**src/rtl/fp32_align_stage_pkg.sv**
```systemverilog
// Shared fp32 field layout and width helpers for the fp adder tree front end.
package fp_adder_tree_pkg;

    localparam int EXP_W  = 8;
    localparam int MANT_W = 23;
    localparam int BIAS   = 127;

    typedef struct packed {
        logic              sign;
        logic [EXP_W-1:0]  exp;
        logic [MANT_W-1:0] mant;
    } fp32_t;

    // Lane: sign + hidden integer bit + FRAC fraction bits.
    function automatic int lane_w(input int frac);
        return frac + 2;
    endfunction

    function automatic int sum_w(input int n, input int frac);
        return frac + 2 + $clog2(n);
    endfunction

endpackage

```
**src/rtl/fp32_align_stage_if.sv**
```systemverilog
// Input group / aligned output group handshake bundle for fp32_align_stage.
interface fp32_align_stage_if #(
    parameter int N      = 8,
    parameter int LANE_W = 48
);
    import fp_adder_tree_pkg::*;

    logic                  in_valid;
    logic                  in_ready;
    logic [N*32-1:0]       in_fp;
    logic                  out_valid;
    logic                  out_ready;
    logic [N*LANE_W-1:0]   out_lane;
    logic [EXP_W-1:0]      out_exp;
    logic                  out_zero;
    logic                  out_special;

    modport master (
        output in_valid, in_fp, out_ready,
        input  in_ready, out_valid, out_lane, out_exp, out_zero, out_special
    );

    modport slave (
        input  in_valid, in_fp, out_ready,
        output in_ready, out_valid, out_lane, out_exp, out_zero, out_special
    );

endinterface

```
**src/rtl/fp32_align_stage_max_tree.sv**
```systemverilog
// Combinational log2(N)-level max tree over biased exponent fields.
module fp_max_exp_tree
    import fp_adder_tree_pkg::*;
#(
    parameter int N = 8
) (
    input  logic [N-1:0][EXP_W-1:0] exp_i,
    output logic [EXP_W-1:0]        emax_o
);
    localparam int LVL = $clog2(N);

    // Zero/denormal fields are 0, so they can never win a compare: masking is free.
    for (genvar l = 0; l <= LVL; l++) begin : g_lvl
        logic [(N>>l)-1:0][EXP_W-1:0] v;
        if (l == 0) begin : g_leaf
            assign v = exp_i;
        end else begin : g_cmp
            for (genvar j = 0; j < (N >> l); j++) begin : g_j
                assign v[j] = (g_lvl[l-1].v[2*j] > g_lvl[l-1].v[2*j+1]) ?
                              g_lvl[l-1].v[2*j] : g_lvl[l-1].v[2*j+1];
            end
        end
    end

    assign emax_o = g_lvl[LVL].v[0];

endmodule

```
**src/rtl/fp32_align_stage.sv**
```systemverilog
// Two-stage fp32 group aligner: S1 finds the group max exponent, S2 shifts every
// operand into a two's-complement fixed-point lane relative to that exponent.
module fp32_align_stage
    import fp_adder_tree_pkg::*;
#(
    parameter int N      = 8,
    parameter int FRAC   = 46,
    parameter int LANE_W = lane_w(FRAC)
) (
    input  logic           clk,
    input  logic           rst,
    fp32_align_stage_if.slave bus
);
    localparam int               SH     = FRAC - MANT_W;
    localparam logic [EXP_W:0]   D_LIM  = (EXP_W+1)'(FRAC + 1);
    localparam logic [EXP_W-1:0] BIAS_E = EXP_W'(BIAS);

    logic [2:1]                 vld_q;
    logic                       rdy1, rdy2;
    fp32_t [N-1:0]              op_in, op_q;
    logic [N-1:0][EXP_W-1:0]    exp_in;
    logic [EXP_W-1:0]           emax_d, emax_q;
    logic [N-1:0][LANE_W-1:0]   lane_d, lane_q;
    logic [EXP_W-1:0]           exp_q;
    logic                       zero_q, special_q;

    assign rdy2         = !vld_q[2] || bus.out_ready;
    assign rdy1         = !vld_q[1] || rdy2;
    assign bus.in_ready = rdy1;

    assign op_in = bus.in_fp;

    for (genvar i = 0; i < N; i++) begin : g_exp
        assign exp_in[i] = op_in[i].exp;
    end

    fp_max_exp_tree #(.N(N)) u_max (
        .exp_i  (exp_in),
        .emax_o (emax_d)
    );

    // Per-lane alignment: bits shifted past the LSB are truncated, not rounded.
    for (genvar i = 0; i < N; i++) begin : g_lane
        logic [EXP_W:0]    d;
        logic [LANE_W-1:0] sig, mag;
        assign d         = {1'b0, emax_q} - {1'b0, op_q[i].exp};
        assign sig       = LANE_W'({1'b1, op_q[i].mant}) << SH;
        assign mag       = (op_q[i].exp == '0 || d >= D_LIM) ? '0 : sig >> d;
        assign lane_d[i] = op_q[i].sign ? -mag : mag;
    end

    always_ff @(posedge clk) begin
        if (rst) begin
            vld_q     <= '0;
            op_q      <= '0;
            emax_q    <= '0;
            lane_q    <= '0;
            exp_q     <= '0;
            zero_q    <= 1'b0;
            special_q <= 1'b0;
        end else begin
            if (rdy1) vld_q[1] <= bus.in_valid;
            if (rdy2) vld_q[2] <= vld_q[1];
            if (rdy1 && bus.in_valid) begin
                op_q   <= op_in;
                emax_q <= emax_d;
            end
            // Any field of 255 forces emax to 255, so the flags fall out of emax.
            if (rdy2 && vld_q[1]) begin
                lane_q    <= lane_d;
                exp_q     <= emax_q - BIAS_E;
                zero_q    <= (emax_q == '0);
                special_q <= (emax_q == '1);
            end
        end
    end

    assign bus.out_valid   = vld_q[2];
    assign bus.out_lane    = lane_q;
    assign bus.out_exp     = exp_q;
    assign bus.out_zero    = zero_q;
    assign bus.out_special = special_q;

endmodule
```
**src/flat_wrapper.sv**
```systemverilog
// flat-port wrapper written by rule: the top's interface ports become plain ports
module fp32_align_stage_flat import fp_adder_tree_pkg::*;
#(
    parameter int N      = 8,
    parameter int FRAC   = 46,
    parameter int LANE_W = lane_w(FRAC)
)
  (clk, rst, bus_in_valid, bus_in_fp, bus_out_ready, bus_in_ready, bus_out_valid, bus_out_lane, bus_out_exp, bus_out_zero, bus_out_special);
  fp32_align_stage_if #(.N(N), .LANE_W(LANE_W)) bus_i ();
  input  logic clk;
  input  logic rst;
  input wire logic [$bits(bus_i.in_valid)-1:0] bus_in_valid;
  input wire logic [$bits(bus_i.in_fp)-1:0] bus_in_fp;
  input wire logic [$bits(bus_i.out_ready)-1:0] bus_out_ready;
  output wire logic [$bits(bus_i.in_ready)-1:0] bus_in_ready;
  output wire logic [$bits(bus_i.out_valid)-1:0] bus_out_valid;
  output wire logic [$bits(bus_i.out_lane)-1:0] bus_out_lane;
  output wire logic [$bits(bus_i.out_exp)-1:0] bus_out_exp;
  output wire logic [$bits(bus_i.out_zero)-1:0] bus_out_zero;
  output wire logic [$bits(bus_i.out_special)-1:0] bus_out_special;
  assign bus_i.in_valid = bus_in_valid;
  assign bus_i.in_fp = bus_in_fp;
  assign bus_i.out_ready = bus_out_ready;
  assign bus_in_ready = bus_i.in_ready;
  assign bus_out_valid = bus_i.out_valid;
  assign bus_out_lane = bus_i.out_lane;
  assign bus_out_exp = bus_i.out_exp;
  assign bus_out_zero = bus_i.out_zero;
  assign bus_out_special = bus_i.out_special;
  fp32_align_stage #(.N(N), .FRAC(FRAC), .LANE_W(LANE_W)) u_core (.clk(clk), .rst(rst), .bus(bus_i));
endmodule
```
**config.mk**
```make
export PLATFORM = sky130hd
export DESIGN_NAME = fp32_align_stage_flat
export DESIGN_NICKNAME = d
export VERILOG_FILES = /design/src/rtl/fp32_align_stage_pkg.sv /design/src/rtl/fp32_align_stage_if.sv /design/src/rtl/fp32_align_stage_max_tree.sv /design/src/rtl/fp32_align_stage.sv /design/src/flat_wrapper.sv
export SDC_FILE = /design/constraint.sdc
export NUM_CORES = 2
export LEC_CHECK = 0
export CORE_ASPECT_RATIO = 0.75
export CORE_UTILIZATION = 35
export CTS_CLUSTER_SIZE = 25
export DETAILED_ROUTE_END_ITERATION = 10
export PLACE_DENSITY = 0.57
export SLEW_MARGIN = 30
export SYNTH_ARGS = -nofsm -noshare
export SYNTH_HDL_FRONTEND = slang
export SYNTH_SLANG_ARGS = --single-unit
```
**constraint.sdc**
```tcl
create_clock -name clk -period 18.8 [get_ports clk]
set_input_delay 4.7 -clock clk [delete_from_list [all_inputs] [get_ports clk]]
set_output_delay 4.7 -clock clk [all_outputs]
set_load 0.05 [all_outputs]
```
==> run metrics <==
outcome finished with violations; failing checks DRC; core area about 160000 um^2; Max Fclk between 0.08 and 0.09 GHz; Final nets 8331; Hold WC Path Type reg2reg; Via density 6.02; number of synthesized flops with an enable pin 0; Area growth, synth to finish 19.7%; Pre-Repair DR Iteration Count 9; 1st-iter DRT viols approximately 7000; max-slew violation count 0; initial antenna violation count 9; Met3 Wirelength between 15000 and 20000 um; Final Wtd Congestion between 0.9 and 1; DR top layer met4; total track usage 0.314; pre-CTS setup slack roughly 7.1 ns; Mapped Nets 8018; FF+latch area ~13000 um^2; Die Y ~350 um; worst-path fanout max 5; period utilisation layout 0.593; RSZ-0062 raised after global routing no; Syn. warnings 0; Peak VDD IR 74.6 uV; area leader, netlist dfxtp_1; post-route ant nets 0; Starting Density 0.355; max cap viols 0; CTS resizes 0; Synth async-reset ratio 0; vias just over 60000; post-synthesis cell type count 119; Post-Syn Area approximately 56000 um^2; Leak between 20 and 30 nW; Root Driver clkbuf_16; post-layout min period around 11 ns; first-pass GRT wire length a little under 400000 um; Buffers on Ports roughly 660; largest net degree at the start of global routing 184; footprint of the multi-input gates ~40000 um^2; non-filler cells in the finished layout between 10000 and 15000; # clock sinks 660; Reg clk slew, reported paths roughly 0.060 ns; met1 WL roughly 120000 um; vias in the first global route roughly 56000; worst skew pair latency just over 0.7 ns; top cells by area, synth dfxtp_1 (24%), mux2i_1 (8.6%), nand2_1 (7.8%); final worst setup slack ~7.7 ns; Setup violations, final 0; FF+latch count, synth 660; Remaining DRCs between 90 and 100; share of the synthesized area in the top cell type 0.236; Routed WL 267000 um; Setup Crit Path Kind in2out; WP data arrival ~6.5 ns; clk_skew 0.0336 ns; Final Hold Viols 0; TritonCTS clock tree done; Top FF cell, synth dfxtp_1; Clock Path Buffers 3; post-route cell area about 67000 um^2; Hold-fix buffers, CTS 0; power density cells between 100 and 150 nW/um^2; Worst Setup Start Kind input port; slew margin rel. 0.299; Fillers approximately 16000; WL/cell 26.4 um; Syn Area/Cell approximately 7.4 um^2; Post-CTS Setup Inserts 0; Overflow after GRT 0; Ports approximately 660; Total Power around 9.2 mW; dpl hpwl about 210000 um; dpl cells 9965; share of layout cells above drive strength 1 0.0775; CTS Buf Count roughly 80; Site Rows 126; setup TNS 0 ns; dpl cell area between 60000 and 70000 um^2; DIE AREA around 160000 um^2; H-tree depth 3; CP Capture Type primary output; critical path required time 14.10 ns; post-synthesis sequential area ratio 0.236; Worst Tran Pin Value roughly 1.0 ns; Die X 464 um; Post-Synthesis Cells roughly 7600; met2 wire len 116000 um
==> final timing paths <==
path / startpoint / endpoint / slack, ns / depth (start not counted)
setup / recovery: bus_out_ready / bus_in_ready / 7.65 / 4
hold / removal: u_core.bus.out_lane[325] / u_core.bus.out_lane[325] / 0.45 / 2
setup reg to reg: u_core.emax_q[0] / u_core.bus.out_lane[184] / 11.42 / 16
hold reg to reg: u_core.bus.out_lane[325] / u_core.bus.out_lane[325] / 0.45 / 2
==> Yosys cell counts (24+ instances only) <==
| cell type | instances |
|---|---|
| clkbuf_1 | 430 |
| nand3_1 | 223 |
| a21boi_0 | 30 |
| nor3_1 | 214 |
| a22oi_1 | 29 |
| a32oi_1 | 24 |
| mux2i_1 | 481 |
| a22o_1 | 35 |
| a21oi_1 | 596 |
| and2_1 | 50 |
| a211oi_1 | 230 |
| a21o_1 | 71 |
| a2111oi_0 | 27 |
| o21ai_0 | 512 |
| o21a_1 | 53 |
| mux2_2 | 126 |
| o2111ai_1 | 32 |
| o211ai_1 | 77 |
| nand2b_1 | 75 |
| o31ai_1 | 86 |
| dfxtp_1 | 660 |
| xor2_1 | 136 |
| nand2_1 | 1160 |
| or2_2 | 37 |
| or3_1 | 72 |
| buf_2 | 77 |
| nor2b_1 | 46 |
| ha_1 | 129 |
| nor2_1 | 627 |
| xnor2_1 | 181 |
| and3_1 | 55 |
| mux4_2 | 61 |
| inv_1 | 179 |
| a311oi_1 | 27 |
| a31oi_1 | 93 |
| nand4_1 | 77 |
| o22ai_1 | 41 |
| nor4_1 | 68 |
| o21ai_1 | 39 |
| buf_1 | 45 |
==> report_power, final <==
group	internal, mW	leakage [nW]	switching, mW
Clock	0.964	1.34	0.681
Combinational	1.89	18.5	4.11
Sequential	1.49	5.40	0.0929
==> cell families (layout without fill, tap and decap cells) <==
| logic type | Yosys count | in the layout | synth area share |
|---|---|---|---|
| XOR/XNOR | 327 | 327 | 0.0528 |
| other | 0 | 5 | 0 |
| multiplexers | 675 | 675 | 0.137 |
| AND/OR/NAND/NOR | 2821 | 2821 | 0.231 |
| AO/OA/AOI/OAI | 2249 | 2249 | 0.258 |
| flip-flops | 660 | 660 | 0.236 |
| adder cells (fa/ha/maj) | 138 | 138 | 0.0318 |
| buffers and inverters | 751 | 1128 | 0.0536 |
==> critical path, stage by stage <==
cell and delay (ns):
clkdlybuf4s50_1 0.41, nor2b_1 0.37, nand2_1 0.22, clkdlybuf4s50_1 0.75
==> final cells by class <==
class | count | area share
Antenna cell | 5 | 0.000186
Inverter | 181 | 0.0101
Tap cell | 2112 | 0.0394
Timing Repair Buffer | 803 | 0.115
Clock inverter | 33 | 0.00613
Multi-Input combinational cell | 6210 | 0.598
Clock buffer | 111 | 0.0342
Sequential cell | 660 | 0.197
==> placed cells by master, fill, tap and decap left out, types with 71 or more instances in the layout <==
| cell | Yosys | routed |
|---|---|---|
| nand2_1 | 1160 | 1158 |
| dfxtp_1 | 660 | 656 |
| clkdlybuf4s50_1 | 0 | 654 |
| nor2_1 | 627 | 623 |
| a21oi_1 | 596 | 595 |
| o21ai_0 | 512 | 508 |
| mux2i_1 | 481 | 481 |
| a211oi_1 | 230 | 230 |
| nand3_1 | 223 | 223 |
| nor3_1 | 214 | 207 |
| inv_1 | 179 | 179 |
| xnor2_1 | 181 | 175 |
| buf_4 | 10 | 143 |
| xor2_1 | 136 | 129 |
| ha_1 | 129 | 127 |
| mux2_2 | 126 | 126 |
| a31oi_1 | 93 | 92 |
| o31ai_1 | 86 | 86 |
| clkbuf_16 | 0 | 80 |
| nand4_1 | 77 | 77 |
| o211ai_1 | 77 | 77 |
| nand2b_1 | 75 | 74 |
| or3_1 | 72 | 72 |
| a21o_1 | 71 | 71 |
==> routing by layer <==
| metal | GRT usage | up-vias |
|---|---|---|
| met3 | 0.0476 | 308 |
| met5 | 0 | - |
| li1 | - | 28553 |
| met2 | 0.479 | 2360 |
| met4 | 0.0905 | 0 |
| met1 | 0.452 | 29685 |
==> flip-flops by register name, summed over array words and instances (netlist names) <==
name and cells:
u_core.bus.out_lane 384, u_core.g_lane.sig 184, u_core.op_q 72, u_core.bus.out_exp 8, u_core.emax_q 8, u_core.vld_q 2
u_core.bus.out_special 1, u_core.bus.out_zero 1
==> through the flow <==
stage	hold WS [ns]	util
floorplan	0.443	-
global placement	0.438	0.407
detailed placement	0.441	0.407
CTS	0.449	0.424
global route	0.478	0.425
finish	0.447	0.425
No activity file was read; power rests on OpenSTA's default activity.
